==> config.mk <==
export PLATFORM = sky130hd
export DESIGN_NAME = wb_interconnect_nxm
export DESIGN_NICKNAME = d
export VERILOG_FILES = /design/src/rtl/wb_pkg.sv /design/src/rtl/wb_rr_arbiter.sv /design/src/rtl/wb_interconnect_nxm.sv
export SDC_FILE = /design/constraint.sdc
export NUM_CORES = 1
export LEC_CHECK = 0
export CAP_MARGIN = 40
export CORE_AREA = 4 4 92 60
export CTS_CLUSTER_SIZE = 10
export DETAILED_ROUTE_END_ITERATION = 10
export DIE_AREA = 0 0 96 64
export PLACE_DENSITY = 0.85
export SLEW_MARGIN = 15
export SYNTH_ARGS = -nofsm -noshare
export SYNTH_HDL_FRONTEND = slang
export SYNTH_HIERARCHICAL = 1
export SYNTH_SLANG_ARGS = --single-unit
==> constraint.sdc <==
create_clock -name clk_i -period 2.6 [get_ports clk_i]
set_input_delay 0.39 -clock clk_i [delete_from_list [all_inputs] [get_ports clk_i]]
set_output_delay 0.39 -clock clk_i [all_outputs]
set_load 0.03 [all_outputs]
==> src/rtl/wb_pkg.sv <==
// wb_pkg: shared FSM type and width helpers for the Wishbone interconnect
package wb_pkg;
    typedef enum logic {IDLE, BUSY} state_e;
    function automatic int sel_bits(input int n);
        return $clog2(n);
    endfunction
    function automatic int saddr_width(input int aw, input int n);
        return aw - $clog2(n);
    endfunction
    function automatic int idx_width(input int n);
        return n > 1 ? $clog2(n) : 1;
    endfunction
endpackage

==> src/rtl/wb_rr_arbiter.sv <==
// wb_rr_arbiter: picks the first requester after the round-robin pointer, wrapping
module wb_rr_arbiter import wb_pkg::*; #(
    parameter int N  = 2,
    parameter int IW = idx_width(N)
) (
    input  logic [N-1:0]  req_i,
    input  logic [IW-1:0] ptr_i,
    output logic [IW-1:0] idx_o,
    output logic          vld_o
);
    logic [IW-1:0] j;
    always_comb begin
        idx_o = '0;
        vld_o = 1'b0;
        j = '0;
        // descending scan so the closest requester after the pointer wins last
        for (int k = N; k >= 1; k--) begin
            j = IW'((int'(ptr_i) + k) % N);
            if (req_i[j]) begin
                idx_o = j;
                vld_o = 1'b1;
            end
        end
    end
endmodule

==> src/rtl/wb_interconnect_nxm.sv <==
// wb_interconnect_nxm: round-robin shared-bus Wishbone classic interconnect with bus-timeout watchdog
module wb_interconnect_nxm import wb_pkg::*; #(
    parameter int NUM_MASTERS = 2,
    parameter int NUM_SLAVES  = 2,
    parameter int ADDR_WIDTH  = 23,
    parameter int DATA_WIDTH  = 8,
    parameter int TIMEOUT     = 255,
    parameter int SEL_BITS    = sel_bits(NUM_SLAVES),
    parameter int SADDR_WIDTH = saddr_width(ADDR_WIDTH, NUM_SLAVES),
    parameter int SEL_WIDTH   = DATA_WIDTH / 8
) (
    input  logic                              clk_i,
    input  logic                              rst_i,
    input  logic [NUM_MASTERS-1:0]            wbm_cyc_i,
    input  logic [NUM_MASTERS-1:0]            wbm_stb_i,
    input  logic [NUM_MASTERS-1:0]            wbm_we_i,
    input  logic [NUM_MASTERS*ADDR_WIDTH-1:0] wbm_adr_i,
    input  logic [NUM_MASTERS*SEL_WIDTH-1:0]  wbm_sel_i,
    input  logic [NUM_MASTERS*DATA_WIDTH-1:0] wbm_dat_i,
    output logic [NUM_MASTERS-1:0]            wbm_ack_o,
    output logic [NUM_MASTERS-1:0]            wbm_err_o,
    output logic [NUM_MASTERS-1:0]            wbm_rty_o,
    output logic [DATA_WIDTH-1:0]             wbm_dat_o,
    output logic [NUM_SLAVES-1:0]             wbs_cyc_o,
    output logic [NUM_SLAVES-1:0]             wbs_stb_o,
    output logic                              wbs_we_o,
    output logic [SADDR_WIDTH-1:0]            wbs_adr_o,
    output logic [SEL_WIDTH-1:0]              wbs_sel_o,
    output logic [DATA_WIDTH-1:0]             wbs_dat_o,
    input  logic [NUM_SLAVES-1:0]             wbs_ack_i,
    input  logic [NUM_SLAVES-1:0]             wbs_err_i,
    input  logic [NUM_SLAVES-1:0]             wbs_rty_i,
    input  logic [NUM_SLAVES*DATA_WIDTH-1:0]  wbs_dat_i
);
    localparam int IW = idx_width(NUM_MASTERS);
    localparam int CW = $clog2(TIMEOUT + 1) + 1;
    state_e st_q, st_d;
    logic [IW-1:0] gnt_q, gnt_d, ptr_q, ptr_d, arb_idx;
    logic arb_vld;
    logic [CW-1:0] cnt_q, cnt_d;
    logic to_q, to_d;
    logic busy, m_cyc, m_stb, live, s_term, count, hit;
    logic [ADDR_WIDTH-1:0] adr;
    logic [SEL_BITS-1:0] slv;

    wb_rr_arbiter #(.N(NUM_MASTERS), .IW(IW)) u_arb (
        .req_i(wbm_cyc_i),
        .ptr_i(ptr_q),
        .idx_o(arb_idx),
        .vld_o(arb_vld)
    );

    assign busy   = st_q == BUSY;
    assign adr    = wbm_adr_i[gnt_q*ADDR_WIDTH +: ADDR_WIDTH];
    assign slv    = adr[ADDR_WIDTH-1 -: SEL_BITS];
    assign m_cyc  = busy & wbm_cyc_i[gnt_q];
    assign m_stb  = m_cyc & wbm_stb_i[gnt_q];
    // once timed out the slave is cut off until the owner drops cyc
    assign live   = m_stb & ~to_q;
    assign s_term = wbs_ack_i[slv] | wbs_err_i[slv] | wbs_rty_i[slv];
    assign count  = (TIMEOUT != 0) & live & ~s_term;
    assign hit    = count & (cnt_q == CW'(TIMEOUT - 1));

    assign wbs_we_o  = wbm_we_i[gnt_q];
    assign wbs_adr_o = adr[SADDR_WIDTH-1:0];
    assign wbs_sel_o = wbm_sel_i[gnt_q*SEL_WIDTH +: SEL_WIDTH];
    assign wbs_dat_o = wbm_dat_i[gnt_q*DATA_WIDTH +: DATA_WIDTH];
    assign wbm_dat_o = busy ? wbs_dat_i[slv*DATA_WIDTH +: DATA_WIDTH] : '0;

    always_comb begin
        wbs_cyc_o = '0;
        wbs_stb_o = '0;
        wbm_ack_o = '0;
        wbm_err_o = '0;
        wbm_rty_o = '0;
        wbs_cyc_o[slv] = m_cyc & ~to_q;
        wbs_stb_o[slv] = live;
        wbm_ack_o[gnt_q] = live & wbs_ack_i[slv];
        wbm_err_o[gnt_q] = (live & wbs_err_i[slv]) | hit;
        wbm_rty_o[gnt_q] = live & wbs_rty_i[slv];
    end

    always_comb begin
        st_d = st_q;
        gnt_d = gnt_q;
        ptr_d = ptr_q;
        to_d = to_q;
        cnt_d = count ? cnt_q + CW'(1) : '0;
        if (!busy) begin
            to_d = 1'b0;
            if (arb_vld) begin
                st_d = BUSY;
                gnt_d = arb_idx;
                ptr_d = arb_idx;
            end
        end else if (!wbm_cyc_i[gnt_q]) begin
            st_d = IDLE;
            to_d = 1'b0;
        end else if (hit) begin
            to_d = 1'b1;
        end
    end

    always_ff @(posedge clk_i) begin
        if (rst_i) begin
            st_q <= IDLE;
            gnt_q <= '0;
            ptr_q <= IW'(NUM_MASTERS - 1);
            cnt_q <= '0;
            to_q <= 1'b0;
        end else begin
            st_q <= st_d;
            gnt_q <= gnt_d;
            ptr_q <= ptr_d;
            cnt_q <= cnt_d;
            to_q <= to_d;
        end
    end
endmodule

Word level (Yosys, flattened, before mapping) --
Index checks and enable logic that the tools add are counted.
Storage, ports and cells: register bits 13, input port bits 94, output and inout port bits 50, logic and storage cells 75
Operators by class: add/subtract/negate cells 3, multipliers 1, magnitude comparators 6, eq/ne operators 1, shifts and indexed selects 4, muxes and demuxes 28, bitwise gates (word level) 22, reductions and logical operators 5
Operator list (number):
- $shiftx A46 B7 Y23 | 1
- $shiftx A16 B5 Y8 | 2
- $mux W1 | 25
- $and A2 B2 Y2 | 5
- $add A9 B1 Y9 const B | 1
- $and A1 B1 Y1 | 9
- $eq A9 B8 Y1 const B | 1
- $lt A1 B2 Y1 const B | 4
- $mux W8 | 1
- $mul A1 B5 Y6 const B | 1
- $not A1 Y1 | 5
- $or A1 B1 Y1 | 3
- $reduce_or A3 Y1 | 1
- $add A1 B1 Y1 const B | 2
- $demux W1 S1 | 2
- $ge A1 B1 Y1 const B | 2
- $logic_and A1 B1 Y1 | 2
- $reduce_and A2 Y1 | 1
- $reduce_or A2 Y1 | 1
- $shiftx A2 B2 Y1 | 1

Logic depth before layout (Yosys ltp) --
Gate-level depths: netlist of the first run.
depth after elaboration 11, gate-level depth with buffers 6, gate-level depth less buffers 5

Hierarchy --
Netlist of the first run, hierarchy kept.
By module, submodules not included:
- wb_interconnect_nxm | instances 1, cells each 142, area each 1207.4 um^2, sequential area each 260.2 um^2
- wb_rr_arbiter | instances 1, cells each 2, area each 13.8 um^2, sequential area each 0.0 um^2

Least setup slack after synthesis of the first run --
Ideal clock, no wire load.
kind register to output, start point reg gnt_q, end point out wbm_err_o[1], data arrival time 1906 ps, required time 2210 ps, setup slack 304 ps, cell stages (with the launch flop) 6, path buffers 1, cell sequence dfxtp_1 buf_4 mux2_4 mux2i_1 or4_4 a21oi_1
On the way: word-level cells in the longest chain between the ends 11, elaborated cells between the ends (all ways) 28, those cells by class mul: 1; order compare: 2; shift: 1; mux: 12; bitwise: 11; reduce/logical: 1
Ends and longest elaborated chain:
- start: declaration | line wb_interconnect_nxm.sv:38 | logic [IW-1:0] gnt_q, gnt_d, ptr_q, ptr_d, arb_idx;
- start signal: assignment | line wb_interconnect_nxm.sv:113 | gnt_q <= gnt_d;
- $mul A1 B5 Y6 | line wb_interconnect_nxm.sv:54 | assign adr = wbm_adr_i[gnt_q*ADDR_WIDTH +: ADDR_WIDTH];
- $shiftx A46 B7 Y23 | line wb_interconnect_nxm.sv:54
- $mux W1, on equally long branches (2 in a row) | line wb_interconnect_nxm.sv:60, wb_interconnect_nxm.sv:79
- $or A1 B1 Y1 (2 in a row) | line wb_interconnect_nxm.sv:60 | assign s_term = wbs_ack_i[slv] | wbs_err_i[slv] | wbs_rty_i[slv];
- $not A1 Y1 | line wb_interconnect_nxm.sv:61 | assign count = (TIMEOUT != 0) & live & ~s_term;
- $and A1 B1 Y1 | line wb_interconnect_nxm.sv:61
- $and A1 B1 Y1 | line wb_interconnect_nxm.sv:62 | assign hit = count & (cnt_q == CW'(TIMEOUT - 1));
- $or A1 B1 Y1 | line wb_interconnect_nxm.sv:79 | wbm_err_o[gnt_q] = (live & wbs_err_i[slv]) | hit;
- $and A2 B2 Y2 (no line) *
- end: declaration | line wb_interconnect_nxm.sv:21 | output logic [NUM_MASTERS-1:0] wbm_err_o,
Every way passes the cells marked *; elsewhere a longest branch is shown, timed or not. The select of a mux whose other input is x is not followed.

Worst setup path in the final report of the first run --
start point in wbs_rty_i[1], end point out wbm_err_o[0]
On the way: word-level cells in the longest chain between the ends 8
Ends and longest elaborated chain:
- start: declaration | line wb_interconnect_nxm.sv:32 | input logic [NUM_SLAVES-1:0] wbs_rty_i,
- $mux W1 (not written as such) (2 in a row) | line wb_interconnect_nxm.sv:60
- $or A1 B1 Y1 | line wb_interconnect_nxm.sv:60
- $not A1 Y1 | line wb_interconnect_nxm.sv:61
- $and A1 B1 Y1 | line wb_interconnect_nxm.sv:61
- $and A1 B1 Y1 | line wb_interconnect_nxm.sv:62
- $or A1 B1 Y1 | line wb_interconnect_nxm.sv:79
- $and A2 B2 Y2 (no line)
No other way between the ends. The select of a mux whose other input is x is not followed.

==> out/results.txt, run 1 <==
The flow ran to the end, and the final reports show no timing, DRC or antenna violations. Across the VDD grid, the largest voltage drop is 0.165 mV. STA puts the critical path data arrival time at 2.17 ns.

For this design the static power due to leakage is 1.08 nW. The logs give 13 for the number of sinks handled by clock tree synthesis and 144 for the I/O pin count. The number of fillers in the final layout was 429. Along the worst path, the maximum fanout reaches 3.

Global routing finished with a remaining overflow of 0. The setup slack after layout is 0.0358 ns. The min-delay analysis places its worst path in the category register to register.

The tree is rooted in a sky130_fd_sc_hd__clkbuf_8. After detailed routing, the average wire length per cell comes to 16.5 microns. Detailed routing inserted a total of 1618 vias.

After detailed routing, the met3 layer carries 605 microns of wire. The area used by multi-input combinational logic is 927 sq um, and the number of hold-slack violations in the final timing report is 0. For the worst setup path, the data required time is 2.21 ns. Buffers plus inverters on the worst setup path: 2. Wires add up to 5880 microns. TritonCTS built the clock tree. At the pin with the least slew margin, the transition time is 0.371 ns. The deepest level of the CTS H-tree is 1. Sequential element share of the synthesized area: 0.213. The run gives 0.184 as the total global-route track usage. The end-of-flow core utilization is 0.586. The logs give 0 for the number of buffers added to fix hold violations after cts and 0 for the number of max-slew violations in the final report.

Yosys mapped the design onto 31 distinct sky130hd cell types. For the number of instances in the synthesized netlist, the log shows 144. The later-pin clock latency in the skew report is 0.24 ns, and the antenna diode count is 0. Walking the worst path, the cells encountered are clkdlybuf4s50_1 -> nor3_2 -> mux2i_2 -> or4_4 -> a211oi_2 -> buf_4. The logs give 20 for the number of placement rows and 0 for the number of buffers added for setup after CTS.

The share of the clock period used by the worst path is 0.986. The worst setup path is of the primary input to output pin kind. The minimum hold slack is 0.486 ns, and the maximum count of clock buffers along a single path is 2. The average instance in the mapped netlist occupies 8.48 sq um. The tools report the endpoint kind of the worst setup timing path as an output pin. Leaving out fill and tap cells, the most frequent cells in the layout are 125 x sky130_fd_sc_hd__clkdlybuf4s50_1, 34 x sky130_fd_sc_hd__mux2_2, 21 x sky130_fd_sc_hd__buf_4. The total met2 wirelength after detailed routing came out at 2830 microns.

Via-per-instance ratio: 4.54. The commonest non-fill, non-tap cell in the layout is sky130_fd_sc_hd__clkdlybuf4s50_1. The setup-violating endpoint count in the final report was 0; the count of buffers from port buffering was 143. From left edge to right edge, the die measures 96 microns. For this run, the top clock speed supported by timing is 390 MHz. The count of nets after finishing is 387, and the weighted congestion reported at the end of routability-driven placement is 0.866. Starting density of the core: 0.255.

The initial detailed-routing violation count is 49. For the relative slew slack, the log shows 0.752. The count of nets left with antenna violations once routing finished came out at 0. The area growth from synthesis to layout is 129%. The run gives 0 as the remaining routing DRC violations. OpenSTA, run right after detailed placement, puts the worst setup slack at 0.0104 ns. Routed signal wires occupy layers up through met4.

The instance area after placement came out at 2740 sq um. The first-pass iteration count of the detailed router was 4; the routed metal-1 wirelength was 2250 microns. The number of antenna violations at the first check in global routing is 0, and the full die area is 6140 sq um. The max-capacitance violation count was 0; the number of buffers added by the clock tree synthesis step was 3. Clock-pin slew was measured on the worst setup and hold paths at 0.05 ns. Final clock skew: 0.00449 ns. After synthesis the cells add up to 1220 sq um.

For this run, the slowest stage of the critical path takes 0.54 ns. Counting I/O delays and the setup requirement, the final critical path takes 2.56 ns. The die is 64 microns tall. After floorplanning, the core was sized to cover 4780 sq um. Detailed placement ended at an HPWL of 4930 microns.

Dividing total power by cell area gives a power density of 315 nW/um^2. The tools report the number of global-route vias before repair as 1641. The first global-routing pass estimated 8690 microns of wire. The finished layout cell area was 2800 sq um. Among all stages on the critical path, the largest delay is contributed by sky130_fd_sc_hd__or4_4. Type of origin of the critical path: a primary input. The share of post-route cells with drive strength above 1 is 0.238. The area occupied by registers is 262 sq um, and the post-synthesis net count is 240. The register bit total from synthesis was 13. On the critical path the largest part of the delay comes from simple AND/OR/NAND/NOR gates. For this run, the number of Yosys warnings is 6. The largest net degree at the start of global routing came out at 41.
[flip-flops by register name, indices dropped and copies added, names as in the netlist]
name / cells
cnt_q: 9
to_q: 1
gnt_q: 1
busy: 1
ptr_q: 1
[what timing repair did]
item | 4_1_cts | 5_1_grt
pin swaps | 1 | 3
resized for setup | 0 | 5
setup endpoints to repair | 1 | 1
[worst paths after layout]
check / start / end / slack, ns / depth (start not counted)
setup / recovery: wbs_rty_i[1] / wbm_err_o[0] / 0.04 / 6
hold / removal: ptr_q$_SDFFE_PP1P_ / ptr_q$_SDFFE_PP1P_ / 0.49 / 2
setup reg to reg: gnt_q$_SDFFE_PP0P_ / cnt_q[7]$_SDFF_PP0_ / 0.72 / 6
hold reg to reg: ptr_q$_SDFFE_PP1P_ / ptr_q$_SDFFE_PP1P_ / 0.49 / 2
[tightest hold or removal path: stages, from the launching register on]
cell and delay [ns]:
sky130_fd_sc_hd__dfxtp_1 0.33, sky130_fd_sc_hd__a21oi_1 0.06, sky130_fd_sc_hd__nand2_1 0.06
[cells by family after synthesis]
kind of cell,count (synthesis),synth area share
AO/OA/AOI/OAI,15,0.0891
XOR/XNOR,7,0.0502
adder cells (fa/ha/maj),2,0.0205
buffers and inverters,11,0.0389
flip-flops,13,0.213
multiplexers,40,0.367
AND/OR/NAND/NOR,56,0.221
[per-layer routing]
metal,GRT usage,up-vias
met5,0,-
met4,0.0869,0
met3,0.0671,17
met2,0.300,79
met1,0.213,720
li1,-,802
[power by group]
group          switching, mW  total (mW)  internal [mW]
combinational          0.219       0.496          0.277
clock                 0.0684       0.176          0.108
sequential           0.00692       0.211          0.204
total                  0.294       0.883          0.589
[cell usage after synthesis]
| library cell | n | area, sq um |
|---|---|---|
| sky130_fd_sc_hd__mux2_2 | 34 | 383 |
| sky130_fd_sc_hd__nand2_1 | 20 | 75.1 |
| sky130_fd_sc_hd__nor2_1 | 14 | 52.6 |
| sky130_fd_sc_hd__dfxtp_1 | 13 | 260 |
| sky130_fd_sc_hd__a21boi_0 | 8 | 60.1 |
| sky130_fd_sc_hd__nor3_1 | 6 | 30.0 |
| sky130_fd_sc_hd__xor2_1 | 6 | 52.6 |
| sky130_fd_sc_hd__mux2i_1 | 5 | 50.1 |
| sky130_fd_sc_hd__a21oi_1 | 4 | 20.0 |
| sky130_fd_sc_hd__nand3_1 | 4 | 20.0 |
| sky130_fd_sc_hd__buf_1 | 3 | 11.3 |
| sky130_fd_sc_hd__inv_1 | 3 | 11.3 |
| sky130_fd_sc_hd__buf_2 | 2 | 10.0 |
| sky130_fd_sc_hd__clkbuf_1 | 2 | 7.51 |
| sky130_fd_sc_hd__ha_1 | 2 | 25.0 |
| sky130_fd_sc_hd__nand4_1 | 2 | 12.5 |
| sky130_fd_sc_hd__or3_1 | 2 | 12.5 |
| sky130_fd_sc_hd__a211oi_2 | 1 | 12.5 |
| sky130_fd_sc_hd__a21boi_1 | 1 | 7.51 |
| sky130_fd_sc_hd__and3_1 | 1 | 6.26 |
| sky130_fd_sc_hd__and4_1 | 1 | 8.76 |
| sky130_fd_sc_hd__buf_4 | 1 | 7.51 |
| sky130_fd_sc_hd__mux2_4 | 1 | 15.0 |
| sky130_fd_sc_hd__nand2b_1 | 1 | 6.26 |
| sky130_fd_sc_hd__nand3b_1 | 1 | 7.51 |
| sky130_fd_sc_hd__nand4b_2 | 1 | 15.0 |
| sky130_fd_sc_hd__o2bb2ai_1 | 1 | 8.76 |
| sky130_fd_sc_hd__or2_1 | 1 | 6.26 |
| sky130_fd_sc_hd__or2_2 | 1 | 6.26 |
| sky130_fd_sc_hd__or4_4 | 1 | 11.3 |
| sky130_fd_sc_hd__xnor2_1 | 1 | 8.76 |
[cell type report]
cell class / instances / area share
Clock buffer: 4 / 0.0161
Multi-Input combinational cell: 120 / 0.331
Timing Repair Buffer: 150 / 0.526
Sequential cell: 13 / 0.0933
Inverter: 3 / 0.00402
Tap cell: 66 / 0.0295
[per-stage QoR]
stage / power (mW) / std cells / setup TNS [ns]
floorplan: 0.437 / 144 / 0
global placement: 0.701 / 352 / 0
detailed placement: 0.708 / 352 / 0
CTS: 0.891 / 356 / 0
global route: 0.932 / 356 / -0.0712
finish: 0.883 / 356 / 0
Power figures use the tool's default switching activity.
==> inputs of run 2 (changes only) <==
--- a/config.mk
+++ b/config.mk
@@ -6,10 +6,11 @@
 export NUM_CORES = 1
 export LEC_CHECK = 0
 export CAP_MARGIN = 40
-export CORE_AREA = 4 4 92 60
-export CTS_CLUSTER_SIZE = 10
+export CORE_AREA = 2 2 90 58
+export CTS_CLUSTER_SIZE = 16
 export DETAILED_ROUTE_END_ITERATION = 10
-export DIE_AREA = 0 0 96 64
+export DIE_AREA = 0 0 92 60
+export GPL_ROUTABILITY_DRIVEN = 0
 export PLACE_DENSITY = 0.85
 export SLEW_MARGIN = 15
 export SYNTH_ARGS = -nofsm -noshare
==> run 2 against run 1 <==
Effect of this change:
- core utilization grew 0.65 points
- sequential power is essentially flat
- combinational power is essentially flat
- hold slack gained 0.0031 ns
- power shrank 0.19%
- first-iteration DRC count shrank 45%
- final area grew 0.58%
- sequential share of layout area shrank 0.054 points
- clock skew shrank 0.0028 ns
==> out/results.txt, run 2 (synthesis results as in run 1) <==
The number of buffers added to fix hold violations after cts came out at 0 (unchanged). Origin of the critical flop-to-flop path: gnt_q$_SDFFE_PP0P_ (unchanged). The full die area is 5520 sq um (was 6140 sq um).

The overall power consumption was 0.881 mW (was 0.883 mW); the number of fillers in the final layout was 403 (was 429). The leakage power summed over all cells was 1.11 nW (was 1.08 nW); the post-DP HPWL was 4580 microns (was 4930 microns). The met3 demand-to-capacity share in global routing is 0.0391 (was 0.0671). The share of post-route cells with drive strength above 1 is 0.243 (was 0.238), and the deepest level of the CTS H-tree is 1 (unchanged).

The wire length of the first global-routing pass was 7860 microns (was 8690 microns). The maximum fanout along the worst path is 3 (unchanged). The class of the worst hold path was register to register (unchanged). The count of buffers from port buffering is 143 (unchanged), and the number of max-slew violations in the final report is 0 (unchanged). For the critical path data arrival time, the log shows 2.11 ns (was 2.17 ns). The source of the critical timing path is wbs_rty_i[1] (unchanged).

The starting density of the core came out at 0.257 (was 0.255). The tools report the clock root buffer as sky130_fd_sc_hd__clkbuf_8 (unchanged). The number of flip-flops under the largest register name came out at 9 (unchanged). Transition time at the pin with the least slew margin: 0.353 ns (was 0.371 ns). The overall die height came out at 60 microns (was 64 microns). The chip width is 92 microns (was 96 microns). The final clock skew is 0.00167 ns (was 0.00449 ns), and the highest achievable clock rate is 400 MHz (was 390 MHz). The flow ran to the end, and the final reports show no timing, DRC or antenna violations. The total wire length is 5500 microns (was 5880 microns), and the detailed-route via count is 1620 (was 1618).

For the max-capacitance violation count, the log shows 0 (unchanged). The busiest layer in global routing is met2 (unchanged). The logs give 4 (unchanged) for the first-pass iteration count of the detailed router and 0 (unchanged) for the number of hold-slack violations in the final timing report.

The logs give 3 (unchanged) for the number of buffers added by the clock tree synthesis step and 0 ns (unchanged) for the final setup TNS. The number of antenna violations at the first check in global routing is 0 (unchanged), and the via-per-instance ratio is 4.53 (was 4.54). The power density relative to cell area was 313 nW/um^2 (was 315 nW/um^2). Relative slew slack: 0.764 (was 0.752).

The beginning of the worst hold path is cnt_q[0]$_SDFF_PP0_ (was ptr_q$_SDFFE_PP1P_). Setup repair after global routing left no endpoint under its margin. The run gives 0.182 (was 0.184) as the total global-route track usage.

The number of placement rows is 20 (unchanged), and the clock-pin slew of the registers on the worst-case setup and hold paths is 0.05 ns (about the same). The run gives 0 (unchanged) as the sum of overflow across all layers after global routing. Type of origin of the critical path: a primary input (unchanged). The post-synthesis to final-layout area growth works out to 131% (was 129%). TritonCTS built the clock tree. The met1 routing resource usage after global routing is 0.241 (was 0.213), and the count of nets after finishing is 389 (was 387). Commonest cells after routing, fill and taps aside: 124 x sky130_fd_sc_hd__clkdlybuf4s50_1, 34 x sky130_fd_sc_hd__mux2_2, 23 x sky130_fd_sc_hd__buf_4 (was 125 x sky130_fd_sc_hd__clkdlybuf4s50_1, 34 x sky130_fd_sc_hd__mux2_2, 21 x sky130_fd_sc_hd__buf_4). The area of the placeable core came out at 4750 sq um (was 4780 sq um). The maximum count of clock buffers along a single path was 2 (unchanged).

The run gives 0 (unchanged) as the setup-violating endpoint count in the final report. The tools report the antenna diode count as 0 (unchanged). The remaining routing DRC violations was 0 (unchanged); the post-route antenna net violation count was 0 (unchanged).

The wire length per cell after detailed routing is 15.4 microns (was 16.5 microns). The minimum hold slack is 0.489 ns (was 0.486 ns), and the share of the clock period used by the worst path is 0.962 (was 0.986). The commonest non-fill, non-tap cell in the layout was sky130_fd_sc_hd__clkdlybuf4s50_1 (unchanged).

For the number of global-route vias before repair, the log shows 1546 (was 1641). The end-of-flow core utilization was 0.593 (was 0.586). The endpoint kind of the worst setup timing path was an output pin (unchanged).

The tools report the number of sinks handled by clock tree synthesis as 13 (unchanged). The logs give 144 (unchanged) for the I/O pin count and 27 (was 49) for the initial detailed-routing violation count. The logs give 0.313 (was 0.300) for the met2 usage in global routing and 0.24 ns (about the same) for the later-pin clock latency in the skew report. Critical setup path kind: primary input to output pin (unchanged). The maximum VDD drop was 0.146 mV (was 0.165 mV); the largest net degree at the start of global routing was 31 (was 41).

Critical path data required time: 2.21 ns (about the same). The register with the most flip-flops was cnt_q (unchanged). The final critical path time including I/O delays and setup was 2.50 ns (was 2.56 ns).
## run 2: stage by stage
| step | setup WS (ns) | instance area, sq um | instances |
|---|---|---|---|
| floorplan | 0.304 | 1220 | 144 |
| detailed placement | 0.0339 | 2750 | 353 |
| finish | 0.0989 | 2820 | 358 |
| global route | 0.00976 | 2820 | 358 |
| CTS | 0.0228 | 2790 | 357 |
| global placement | 0.0360 | 2750 | 353 |
## run 2: per-layer routing
layer  vias to the layer above  part of all wire
met5                         -                 0
met4                         0            0.0055
met3                         4             0.057
met2                        57              0.50
met1                       748              0.44
li1                        811                 -
## run 2: final timing paths
path                                       endpoint  slack [ns]  depth (start not counted)
worst min register to register  cnt_q[0]$_SDFF_PP0_        0.49                          1
worst max-delay path                   wbm_err_o[0]         0.1                          6
worst min-delay path            cnt_q[0]$_SDFF_PP0_        0.49                          1
worst max register to register    to_q$_SDFFE_PP0P_        0.67                          6
## run 2: layout make-up
class / count / area [sq um] / area share
inverter: 3 / 11.3 / 0.00400
tap: 66 / 82.6 / 0.0293
multi-input combinational: 120 / 926 / 0.329
sequential: 13 / 262 / 0.0928
clock buffer: 4 / 45.0 / 0.0160
timing repair buffer: 152 / 1490 / 0.529
## run 2: where the power goes
| group | switching, mW | internal, mW |
|---|---|---|
| clock | 0.0674 | 0.108 |
| sequential | 0.00706 | 0.204 |
| combinational | 0.217 | 0.278 |
| total | 0.291 | 0.590 |
## run 2: worst max-delay path: stages
cell                              delay (ns)
sky130_fd_sc_hd__clkdlybuf4s50_1        0.44
sky130_fd_sc_hd__nor3_1                 0.24
sky130_fd_sc_hd__mux2i_2                0.11
sky130_fd_sc_hd__or4_4                  0.55
sky130_fd_sc_hd__a211oi_2               0.20
sky130_fd_sc_hd__buf_4                  0.19
## run 2: repair_timing
item	in CTS	in global routing
gates resized for setup	0	6
buffers inserted	0	1
endpoints found under the setup margin	0	3
==> inputs of run 3 (changes only) <==
--- a/config.mk
+++ b/config.mk
@@ -5,14 +5,13 @@
 export SDC_FILE = /design/constraint.sdc
 export NUM_CORES = 1
 export LEC_CHECK = 0
-export CAP_MARGIN = 40
-export CORE_AREA = 2 2 90 58
+export CORE_AREA = 5 5 93 61
 export CTS_CLUSTER_SIZE = 16
 export DETAILED_ROUTE_END_ITERATION = 10
-export DIE_AREA = 0 0 92 60
+export DIE_AREA = 0 0 98 66
 export GPL_ROUTABILITY_DRIVEN = 0
 export PLACE_DENSITY = 0.85
-export SLEW_MARGIN = 15
+export SLEW_MARGIN = 40
 export SYNTH_ARGS = -nofsm -noshare
 export SYNTH_HDL_FRONTEND = slang
 export SYNTH_HIERARCHICAL = 1
==> run 3 against run 2 <==
Effect of this change:
- flip-flop and latch count unchanged
- die area up 17%
- sequential share of layout area about the same
- clock skew down 0.00088 ns
- critical path depth unchanged
==> out/results.txt, run 3 (synthesis results as in run 1) <==
The clock-pin slew of the registers on the worst-case setup and hold paths is 0.05 ns (about the same). The I/O pin count came out at 144 (unchanged). The number of sinks handled by clock tree synthesis is 13 (unchanged). The met2 usage in global routing came out at 0.286 (was 0.313). Share of the clock period used by the worst path: 0.979 (was 0.962). The tools report the area used by multi-input combinational logic as 935 sq um (was 926 sq um).

The end point of the worst hold path was ptr_q$_SDFFE_PP1P_ (was cnt_q[0]$_SDFF_PP0_). The maximum fanout along the worst path is 3 (unchanged), and the path depth of the worst reg2reg path is 6 (unchanged). The number of global-route vias before repair came out at 1607 (was 1546). The later-pin clock latency in the skew report is 0.24 ns (about the same), and the initial detailed-routing violation count is 44 (was 27).

Register with the most flip-flops: cnt_q (unchanged). The endpoint kind of the worst setup timing path is an output pin (unchanged). The logs give 2.16 ns (was 2.11 ns) for the critical path data arrival time and 0 (unchanged) for the number of max-slew violations in the final report.

The critical path data required time came out at 2.21 ns (about the same). Origin of the critical flop-to-flop path: gnt_q$_SDFFE_PP0P_ (unchanged). The number of buffers added for setup after CTS came out at 0 (unchanged). The final clock skew was 0.000786 ns (was 0.00167 ns); the overall die height was 66 microns (was 60 microns). The tools report the post-DP HPWL as 4940 microns (was 4580 microns). For the total global-route track usage, the log shows 0.164 (was 0.182). The post-synthesis to final-layout area growth was 132% (was 131%); the wire length per cell after detailed routing was 16.3 microns (was 15.4 microns). Deepest level of the CTS H-tree: 1 (unchanged). The number of cells traversed by the worst hold path is 2 (was 1). The leakage power summed over all cells is 1.08 nW (was 1.11 nW), and the met3 demand-to-capacity share in global routing is 0.0400 (was 0.0391).

The detailed-route via count was 1565 (was 1620). The clock root buffer is sky130_fd_sc_hd__clkbuf_8 (unchanged). The logs give 0.208 (was 0.241) for the met1 routing resource usage after global routing and 0.255 (was 0.257) for the starting density of the core. The maximum count of clock buffers along a single path was 2 (unchanged). Max-capacitance violation count: 0 (unchanged). Type of origin of the critical path: a primary input (unchanged).

The final critical path time including I/O delays and setup is 2.55 ns (was 2.50 ns). The number of flip-flops under the largest register name was 9 (unchanged); the number of antenna violations at the first check in global routing was 0 (unchanged). Commonest cells after routing, fill and taps aside: 124 x sky130_fd_sc_hd__clkdlybuf4s50_1, 34 x sky130_fd_sc_hd__mux2_2, 20 x sky130_fd_sc_hd__nand2_1 (was 124 x sky130_fd_sc_hd__clkdlybuf4s50_1, 34 x sky130_fd_sc_hd__mux2_2, 23 x sky130_fd_sc_hd__buf_4). The instance area after placement was 2760 sq um (was 2750 sq um); the area occupied by registers was 262 sq um (unchanged). The commonest non-fill, non-tap cell in the layout is sky130_fd_sc_hd__clkdlybuf4s50_1 (unchanged). The transition time at the pin with the least slew margin works out to 0.365 ns (was 0.353 ns).

The via-per-instance ratio is 4.40 (was 4.53). The first-pass iteration count of the detailed router is 4 (unchanged). For the highest achievable clock rate, the log shows 393 MHz (was 400 MHz). For the post-route antenna net violation count, the log shows 0 (unchanged). For the antenna diode count, the log shows 0 (unchanged). The finished layout cell area was 2830 sq um (was 2820 sq um); the power density relative to cell area was 312 nW/um^2 (was 313 nW/um^2). The beginning of the worst hold path was ptr_q$_SDFFE_PP1P_ (was cnt_q[0]$_SDFF_PP0_). Busiest layer in global routing: met2 (unchanged).

The tools report the relative slew slack as 0.757 (was 0.764). The worst flop-to-flop path endpoint is cnt_q[8]$_SDFF_PP0_ (was to_q$_SDFFE_PP0P_). The chip width came out at 98 microns (was 92 microns). Wire length of the first global-routing pass: 8510 microns (was 7860 microns).

The logs give 0.592 (was 0.593) for the end-of-flow core utilization and 0 (unchanged) for the sum of overflow across all layers after global routing. The run gives 0.225 mV (was 0.146 mV) as the maximum VDD drop. The run finished with clean final reports.

The total wire length came out at 5790 microns (was 5500 microns). The run gives 4780 sq um (was 4750 sq um) as the area of the placeable core. The count of buffers from port buffering was 143 (unchanged); the number of fillers in the final layout was 418 (was 403).

For the number of placement rows, the log shows 20 (unchanged). Number of hold-slack violations in the final timing report: 0 (unchanged). TritonCTS built the clock tree. Remaining routing DRC violations: 0 (unchanged). Final setup TNS: 0 ns (unchanged). The critical setup path kind was primary input to output pin (unchanged). The largest net degree at the start of global routing is 41 (was 31). The logs give 0.74 ns (was 0.67 ns) for the worst setup slack for register-to-register paths and 0 (unchanged) for the setup-violating endpoint count in the final report. The share of post-route cells with drive strength above 1 works out to 0.238 (was 0.243). The full die area was 6470 sq um (was 5520 sq um).

The run gives 387 (was 389) as the count of nets after finishing. Class of the worst hold path: register to register (unchanged). Number of buffers added by the clock tree synthesis step: 3 (unchanged).
[run 3: cell count changes in the layout (fill, tap and decap cells not counted), sizes merged]
cell,before,now
buf,25,23
dlygate4sd2,0,2
dlymetal6s2s,3,1
[run 3: how the worst max path moves through the flow]
stage / startpoint / endpoint / slack, ns
after floorplan: gnt_q$_SDFFE_PP0P_ / wbm_err_o[1] / 0.30
after global placement: wbm_adr_i[22] / wbm_err_o[0] / -0.04
after detailed placement: wbm_adr_i[22] / wbm_err_o[0] / -0.08
after CTS: wbs_rty_i[0] / wbm_err_o[0] / 0.02
after global routing: wbs_err_i[1] / wbm_err_o[0] / -0.06
final: wbs_err_i[1] / wbm_err_o[0] / 0.05
[run 3: per-stage QoR]
stage                     total power [mW]  hold WS [ns]  cells  setup WS, ns
after floorplan                      0.437         0.431    144         0.304
after global placement               0.702         0.464    352       -0.0449
after detailed placement             0.708         0.473    352       -0.0832
after CTS                            0.888         0.491    356        0.0197
after global routing                 0.928         0.517    356       -0.0565
final                                0.883         0.477    356        0.0538
[run 3: per-layer routing]
layer / wire length [microns] / part of all wire / vias to the layer above
met4: 80 / 0.014 / 0
met2: 2950 / 0.51 / 62
li1: - / - / 799
met5: 0 / 0 / -
met3: 301 / 0.052 / 8
met1: 2450 / 0.42 / 696
[run 3: power breakdown]
group | leakage (nW) | switching (mW) | internal, mW | total, mW
clock network | 0.0228 | 0.0689 | 0.108 | 0.177
registers | 0.106 | 0.00652 | 0.204 | 0.210
logic | 0.952 | 0.218 | 0.278 | 0.496
[run 3: worst max-delay path: stages]
cell                              delay (ns)
sky130_fd_sc_hd__clkdlybuf4s50_1        0.46
sky130_fd_sc_hd__nor3_2                 0.21
sky130_fd_sc_hd__mux2i_2                0.11
sky130_fd_sc_hd__or4_4                  0.52
sky130_fd_sc_hd__a211oi_4               0.31
sky130_fd_sc_hd__buf_12                 0.16
[run 3: repair_timing]
item	4_1_cts	5_1_grt
hold buffers	0	0
pin swaps	2	4
resized for setup	4	3
endpoints found under the setup margin	1	2
hold endpoints to repair	0	0
[run 3: layout make-up]
class	instances	share of cell area
sequential	13	0.0924
multi-input combinational	120	0.330
tap	66	0.0292
timing repair buffer	150	0.528
clock buffer	4	0.0159
inverter	3	0.00398
